===== src/rtl/design05_arbiter.sv =====
// Two-requester round-robin front end for a single start/check design instance.
// One transaction in flight; a watchdog turns a stalled START or CHECK into an error response.
module design05_arbiter #(
  parameter int WIDTH   = 9,
  parameter int TIMEOUT = 255
) (
  input  logic             CLK,
  input  logic             RST,
  input  logic             req0_valid,
  output logic             req0_ready,
  input  logic [WIDTH-1:0] req0_a,
  input  logic [WIDTH-1:0] req0_b,
  input  logic [WIDTH-1:0] req0_c,
  input  logic [WIDTH-1:0] req0_d,
  output logic             rsp0_valid,
  input  logic             rsp0_ready,
  output logic [WIDTH-1:0] rsp0_result,
  output logic [WIDTH-1:0] rsp0_check,
  output logic             rsp0_err,
  input  logic             req1_valid,
  output logic             req1_ready,
  input  logic [WIDTH-1:0] req1_a,
  input  logic [WIDTH-1:0] req1_b,
  input  logic [WIDTH-1:0] req1_c,
  input  logic [WIDTH-1:0] req1_d,
  output logic             rsp1_valid,
  input  logic             rsp1_ready,
  output logic [WIDTH-1:0] rsp1_result,
  output logic [WIDTH-1:0] rsp1_check,
  output logic             rsp1_err,
  output logic             busy,
  output logic [WIDTH-1:0] d_start_a,
  output logic [WIDTH-1:0] d_start_b,
  output logic             d_EN_start,
  input  logic             d_st_ready,
  output logic [WIDTH-1:0] d_result_c,
  input  logic [WIDTH-1:0] d_result,
  input  logic             d_res_ready,
  output logic [WIDTH-1:0] d_check_d,
  output logic             d_EN_check,
  input  logic [WIDTH-1:0] d_check,
  input  logic             d_ch_ready,
  output logic [1:0]       dbg_state
);

  // Handshakes: a transfer fires on the cycle where valid and ready are both high;
  // reqN_ready and the design EN_* strobes are combinational from the current state.
  typedef enum logic [1:0] {IDLE = 2'd0, START = 2'd1, CHECK = 2'd2, RESP = 2'd3} state_e;

  localparam logic [7:0] TMO = 8'(TIMEOUT);

  state_e           state_q, state_d;
  logic             grant_q, grant_d;
  logic             last_grant_q, last_grant_d;
  logic [WIDTH-1:0] op_a_q, op_a_d, op_b_q, op_b_d, op_c_q, op_c_d, op_d_q, op_d_d;
  logic [WIDTH-1:0] result_q, result_d, chk_q, chk_d;
  logic             err_q, err_d;
  logic [7:0]       timer_q, timer_d;

  logic             win;
  logic             ch_fire;
  logic             rsp_take;

  always_ff @(posedge CLK or posedge RST) begin
    if (RST) begin
      state_q      <= IDLE;
      grant_q      <= 1'b0;
      last_grant_q <= 1'b1;
      op_a_q       <= '0;
      op_b_q       <= '0;
      op_c_q       <= '0;
      op_d_q       <= '0;
      result_q     <= '0;
      chk_q        <= '0;
      err_q        <= 1'b0;
      timer_q      <= '0;
    end else begin
      state_q      <= state_d;
      grant_q      <= grant_d;
      last_grant_q <= last_grant_d;
      op_a_q       <= op_a_d;
      op_b_q       <= op_b_d;
      op_c_q       <= op_c_d;
      op_d_q       <= op_d_d;
      result_q     <= result_d;
      chk_q        <= chk_d;
      err_q        <= err_d;
      timer_q      <= timer_d;
    end
  end

  // A tie goes to the requester that was not served last.
  assign win      = (req0_valid & req1_valid) ? ~last_grant_q : req1_valid;
  assign ch_fire  = d_ch_ready & d_res_ready;
  assign rsp_take = grant_q ? rsp1_ready : rsp0_ready;

  always_comb begin
    state_d      = state_q;
    grant_d      = grant_q;
    last_grant_d = last_grant_q;
    op_a_d       = op_a_q;
    op_b_d       = op_b_q;
    op_c_d       = op_c_q;
    op_d_d       = op_d_q;
    result_d     = result_q;
    chk_d        = chk_q;
    err_d        = err_q;
    timer_d      = timer_q;

    req0_ready  = 1'b0;
    req1_ready  = 1'b0;
    rsp0_valid  = 1'b0;
    rsp0_result = '0;
    rsp0_check  = '0;
    rsp0_err    = 1'b0;
    rsp1_valid  = 1'b0;
    rsp1_result = '0;
    rsp1_check  = '0;
    rsp1_err    = 1'b0;
    d_start_a   = '0;
    d_start_b   = '0;
    d_EN_start  = 1'b0;
    d_result_c  = '0;
    d_check_d   = '0;
    d_EN_check  = 1'b0;

    case (state_q)
      IDLE: begin
        // Ready is held off while reset is asserted so every output reads 0.
        if ((req0_valid | req1_valid) && !RST) begin
          req0_ready = ~win;
          req1_ready = win;
          grant_d    = win;
          op_a_d     = win ? req1_a : req0_a;
          op_b_d     = win ? req1_b : req0_b;
          op_c_d     = win ? req1_c : req0_c;
          op_d_d     = win ? req1_d : req0_d;
          timer_d    = '0;
          state_d    = START;
        end
      end
      START: begin
        d_start_a  = op_a_q;
        d_start_b  = op_b_q;
        d_EN_start = d_st_ready;
        if (d_st_ready) begin
          timer_d = '0;
          state_d = CHECK;
        end else if (timer_q == TMO) begin
          result_d = '0;
          chk_d    = '0;
          err_d    = 1'b1;
          state_d  = RESP;
        end else begin
          timer_d = timer_q + 8'd1;
        end
      end
      CHECK: begin
        d_result_c = op_c_q;
        d_check_d  = op_d_q;
        d_EN_check = ch_fire;
        if (ch_fire) begin
          result_d = d_result;
          chk_d    = d_check;
          err_d    = 1'b0;
          state_d  = RESP;
        end else if (timer_q == TMO) begin
          result_d = '0;
          chk_d    = '0;
          err_d    = 1'b1;
          state_d  = RESP;
        end else begin
          timer_d = timer_q + 8'd1;
        end
      end
      RESP: begin
        if (grant_q) begin
          rsp1_valid  = 1'b1;
          rsp1_result = result_q;
          rsp1_check  = chk_q;
          rsp1_err    = err_q;
        end else begin
          rsp0_valid  = 1'b1;
          rsp0_result = result_q;
          rsp0_check  = chk_q;
          rsp0_err    = err_q;
        end
        if (rsp_take) begin
          last_grant_d = grant_q;
          state_d      = IDLE;
        end
      end
      default: state_d = IDLE;
    endcase
  end

  assign busy      = (state_q != IDLE);
  assign dbg_state = state_q;

endmodule


===== config.mk =====
export PLATFORM = sky130hd
export DESIGN_NAME = design05_arbiter
export DESIGN_NICKNAME = d
export VERILOG_FILES = /design/src/rtl/design05_arbiter.sv
export SDC_FILE = /design/constraint.sdc
export NUM_CORES = 1
export LEC_CHECK = 0
export BUFFER_PORTS_ARGS = -buffer_cell sky130_fd_sc_hd__buf_2
export CORE_MARGIN = 10
export CORE_UTILIZATION = 30
export CTS_BUF_LIST = sky130_fd_sc_hd__clkbuf_8 sky130_fd_sc_hd__clkbuf_16
export DETAILED_ROUTE_END_ITERATION = 10
export PLACE_DENSITY = 0.57
export SLEW_MARGIN = 20
export SYNTH_ARGS = -nofsm -noshare
export SYNTH_HDL_FRONTEND = slang
export SYNTH_SLANG_ARGS = --single-unit

===== constraint.sdc =====
create_clock -name CLK -period 2.85 [get_ports CLK]
set_clock_uncertainty 0.2 [all_clocks]
set_input_delay 0.1425 -clock CLK [delete_from_list [all_inputs] [get_ports CLK]]
set_output_delay 0.1425 -clock CLK [all_outputs]
set_load 0.05 [all_outputs]

# After elaboration in Yosys (flattened, before gate mapping)
# Index checks and enable logic that the tools add are counted.
# Widths: inputs -> output; s select.
[totals]
register_bits = 67
latch_bits = 0
ramBits = 0
romBits = 0
in_bits = 99
out_inout_bits = 83
elab_cells = 91
n_memories = 0
[classes]
add_sub_neg = 1
n_mul = 0
div_mod_pow = 0
magnitude_cmp = 0
n_eq_ne = 8
shift = 0
muxes = 55
bitwise = 5
reduce_logical = 11
[op_table]
columns = ["operator", "n"]
rows = [
  ["$mux 9", 22],
  ["$pmux 9 s2", 2],
  ["$mux 8", 4],
  ["$pmux 8 s3", 1],
  ["$mux 1", 19],
  ["$mux 2", 5],
  ["$add 8x1->8 const B", 1],
  ["$eq 8x8->1 const B", 1],
  ["$ne 2x2->1 const B", 4],
  ["$pmux 2 s4", 1],
  ["$reduce_and 2->1", 4],
  ["$eq 2x2->1 const B", 2],
  ["$reduce_bool 2->1", 2],
  ["$reduce_and 3->1", 1],
  ["$reduce_bool 3->1", 1],
  ["$and 1x1->1", 2],
  ["$eq 2x1->1 const B", 1],
  ["$logic_not 2->1", 1],
  ["$not 1->1", 2],
  ["$pmux 1 s2", 1],
  ["$logic_and 1x1->1", 1],
  ["$logic_not 1->1", 1],
  ["$or 1x1->1", 1],
]

# Logic depth before layout (Yosys ltp)
[depth]
word_depth = 5
mapped_depth = 8
mapped_depth_nobuf = 6

# Worst setup path before layout
# OpenSTA, ideal clock, no wires.
[synth_timing]
path_kind = "register to output"
from = "register state_q[0] (netlist: dbg_state[0])"
to = "output port req0_ready"
arrival_time_ns = 2.609
t_required_ns = 2.508
setup_slack_ns = -0.101
path_stages_with_launch = 8
n_path_buf = 2
cell_sequence = "dfrtp_1 > inv_1 > ha_1 > inv_1 > or2_1 > buf_2 > buf_2 > nor2_1"
[synth_via]
elab_chain_cells = 2
[synth_rtl]
columns = ["element", "line_no", "rtl"]
rows = [
  ["from (decl)", "52", "state_e state_q, state_d;"],
  ["from (signal assigned)", "78", "state_q <= state_d;"],
  ["$logic_not 2->1", "127", "case (state_q)"],
  ["$mux 1", "127", ""],
  ["to (decl)", "10", "output logic req0_ready,"],
]
# Every way passes these cells.

# Worst setup path after layout
[layout_timing]
from = "register state_q[0] (netlist: dbg_state[0])"
to = "output port req1_ready"
[layout_via]
elab_chain_cells = 2
[layout_rtl]
columns = ["element", "line_no", "rtl"]
rows = [
  ["$logic_not 2->1", "127", ""],
  ["$mux 1", "127", ""],
  ["to (decl)", "21", "output logic req1_ready,"],
]
# Every way passes these cells.

==> impl_metrics.csv <==
group,metric,value,unit
global_route,grt_pass1_vias,4192,
place,dp_hpwl,9200,um
clock_network,cts_root_buf,"clkbuf_16",
power,seq_power_share,33.8,%
timing,hold_viol,0,
critical_path,crit_family,"simple AND/OR/NAND/NOR gates",
critical_path,path_cells,"inv_1 > ha_1 > inv_1 > or2_2 > nor2b_2 > buf_2",
routing,detail-route-antenna-nets,0,
cells_and_area,nFillCells,1121,
synth,synth-simple-area-share,22.4,%
synth,synth_top_area_cell,"dfrtp_1",
timing,rsz0062_at_grt,"false",
critical_path,worstSetupStartpointType,"flip-flop",
synth,synthXorXnorAreaFrac,0,%
clock_network,cts_made_buffers,9,
critical_path,path_common_cell,"inv_1",
floorplanning,die_w,132,um
synth,synth_compound_area_share,11.3,%
power,sw_frac_of_total,43.1,%
outcome,outcome,"finished, final reports clean",
power,leakagePower,3.34,nW
critical_path,reg2reg_from,"last_grant_q",
timing,fin_ws,0.320,ns
clock_network,cts_sinks,67,
synth,syn_area,3750,um2
power,combPwrFrac,45.1,%
critical_path,critical_path_buf_inv_count,3,
floorplanning,start_util,31.0,%
timing,post-route-min-period,2.53,ns
critical_path,arrival,2.19,ns
critical_path,crit_path_end,"req1_ready",
place,portBuffers,181,
timing,final-setup-viol-count,0,
cells_and_area,syn_to_final_growth,61.4,%
routing,wl_met1,5290,um
place,postPlaceCellArea,4850,um2
cells_and_area,layout_common_cells,"buf_2, dlygate4sd3_1, dfrtp_1",
cells_and_area,seq_area,1680,um2
critical_path,crit_start,"dbg_state[0]",
timing,slew_viol_final,0,
timing,relSlewSlack,58.1,%
power,peakVddDrop,0.437,mV
timing,period_share,88.8,%
routing,wirelength,12500,um
clock_network,clkLatencyLatePin,0.32,ns
routing,met3_length,949,um
synth,yosys_warnings,0,
critical_path,cp.depth,6,
synth,synthDistinctLibCells,40,
cells_and_area,antenna_cells,0,
power,p_clk_share,21.1,%
global_route,track_usage,14.5,%
synth,synth_fp_nets,495,
floorplanning,die-area,17400,um2
global_route,antenna_found_initial,0,
synth,ys_ff_latch,67,
cells_and_area,final_layout_size_suffix_gt1_share,33.5,%
power,total_power,4.72,mW
synth,synth_top_family_by_area,"simple AND/OR/NAND/NOR gates",
critical_path,cp-end-kind,"output pin",
synth,synthCells,390,
power,power-per-cell-area,780,nW/um2
routing,routed_via_density,4.51,
clock_network,cts_resized,0,
routing,top_layer,"met4",
clock_network,htreeDepth,3,
cells_and_area,stdcell_area,6050,um2
timing,tightestPinTransition,0.628,ns
critical_path,max_stage_delay,0.46,ns
synth,synth_adder_area_share,2.00,%
routing,first_pass_iters,5,
synth,avgSynthCellArea,9.61,um2
run,max_cap_violations,0,
cells_and_area,multi_input_area,1920,um2
synth,seq_area_frac_synth,44.8,%
power,p_switching,2.03,mW
worst_hold_path,holdCritPathClass,"input port to flip-flop",
clock_network,cts_setup_buffers,0,
routing,route.detailed.drc,0,
synth,synth_top_area_share,44.1,%
critical_path,cp.required,2.51,ns
timing,fmax,395,MHz
critical_path,cpMaxStageDelayCell,"or2_2",
floorplanning,rows,40,
global_route,grt_max_degree,56,
routing,num_vias,3755,
synth,synthTopCellsByArea,"dfrtp_1, mux2i_1, and2_1",
synth,synthMuxAreaShare,15.0,%
critical_path,regToRegSetupSlack,0.49,ns
floorplanning,core-area,12100,um2
critical_path,ff2ff_path_depth,5,
place,gp_congestion,0.804,
critical_path,crit_type,"flip-flop to output pin",
global_route,grt_overflow_total,0,
clock_network,path_clk_slew,0.05,ns
place,dp_slack,0.558,ns
routing,wl_per_cell,15.0,um
cells_and_area,nNetsFinal,767,
power,power.internal,2.69,mW
cells_and_area,final_common_cell,"buf_2",
floorplanning,io_pins,182,
global_route,grt_pass1_wl,20900,um
clock_network,cts_tree,"yes",
floorplanning,die_y,132,um
timing,tns,0,ns
routing,drt_iter0_drc,143,
critical_path,r2r-end,"op_a_q[6]",
critical_path,crit_fanout,21,
routing,wl_met2,6130,um
clock_network,cts_max_path_buffers,2,
==> power groups by stage <==
stage | clock [mW] | combinational [mW] | sequential, mW
finish | 0.998 | 2.13 | 1.60
global placement | 0 | 1.98 | 1.59
detailed placement | 0 | 2.02 | 1.60
floorplan | 0 | 1.53 | 1.54
global route | 1.08 | 2.33 | 1.66
CTS | 1.04 | 2.15 | 1.60
==> timing repair <==
action	CTS	global route
hold buffers	93	0
endpoints found under the hold margin	79	0
endpoints found under the setup margin	0	0
==> cell families after synthesis <==
family,count (synthesis)
muxes,56
buffers and inverters,33
adders and majority gates,6
AOI/OAI and AO/OA,72
and+or+nand+nor,156
DFF,67
==> flip-flops by register name, summed over array words and instances (netlist names) <==
register,cells
err_q,1
dbg_state,2
chk_q,9
op_b_q,9
last_grant_q,1
op_a_q,9
op_c_q,9
op_d_q,9
timer_q,8
grant_q,1
result_q,9
==> synthesized netlist by cell type (all sizes together) <==
cell type	n
and2	57
nand2	41
buf	14
mux2	1
or2	1
o21ai	42
o21bai	1
dfrtp	66
a31o	1
and4	1
nor2b	3
nand3	2
a21o	2
a21oi	12
a21boi	2
o31ai	2
o21a	1
a41oi	1
a41o	1
clkbuf	13
nor2	25
and3	21
a31oi	2
a22oi	2
ha	6
nor3	1
mux2i	55
a22o	2
a211oi	1
inv	6
nand4	4
dfstp	1
==> how the worst min path moves through the flow <==
stage / cells after the start / endpoint / start
floorplan: 2 / chk_q[0] / d_check[0]
global placement: 2 / timer_q[4] / RST
detailed placement: 2 / result_q[5] / RST
CTS: 4 / dbg_state[0] / d_st_ready
global route: 4 / dbg_state[0] / d_st_ready
finish: 4 / dbg_state[0] / d_st_ready
==> per-layer routing <==
layer  global-route usage, %  up-vias
li1                        -     1868
met1                    16.0     1735
met2                    25.2      141
met3                    5.45       11
met5                       0        -
met4                    4.20        0
==> tightest hold or removal path: stages <==
cell and delay (ns):
buf_2 0.11, nor2b_1 0.06, nor2_1 0.08, a22oi_1 0.09
==> stage by stage <==
stage | hold slack, ns | instances | utilization (%)
after floorplan | 0.0955 | 390 | -
after global placement | 0.0437 | 726 | 40.0
after detailed placement | 0.0466 | 726 | 40.0
after CTS | 0.0117 | 833 | 49.9
after global routing | 0.0747 | 833 | 49.9
final | 0.0259 | 833 | 49.9
==> cell type report <==
cell class	count	share of cell area (%)
clock buffers	11	4.18
repair buffers	288	32.3
clock inverters	3	0.269
multi-input cells	290	31.7
well taps	168	3.47
inverters	6	0.372
flip-flops and latches	67	27.7
No activity file was read; power rests on OpenSTA's default activity.
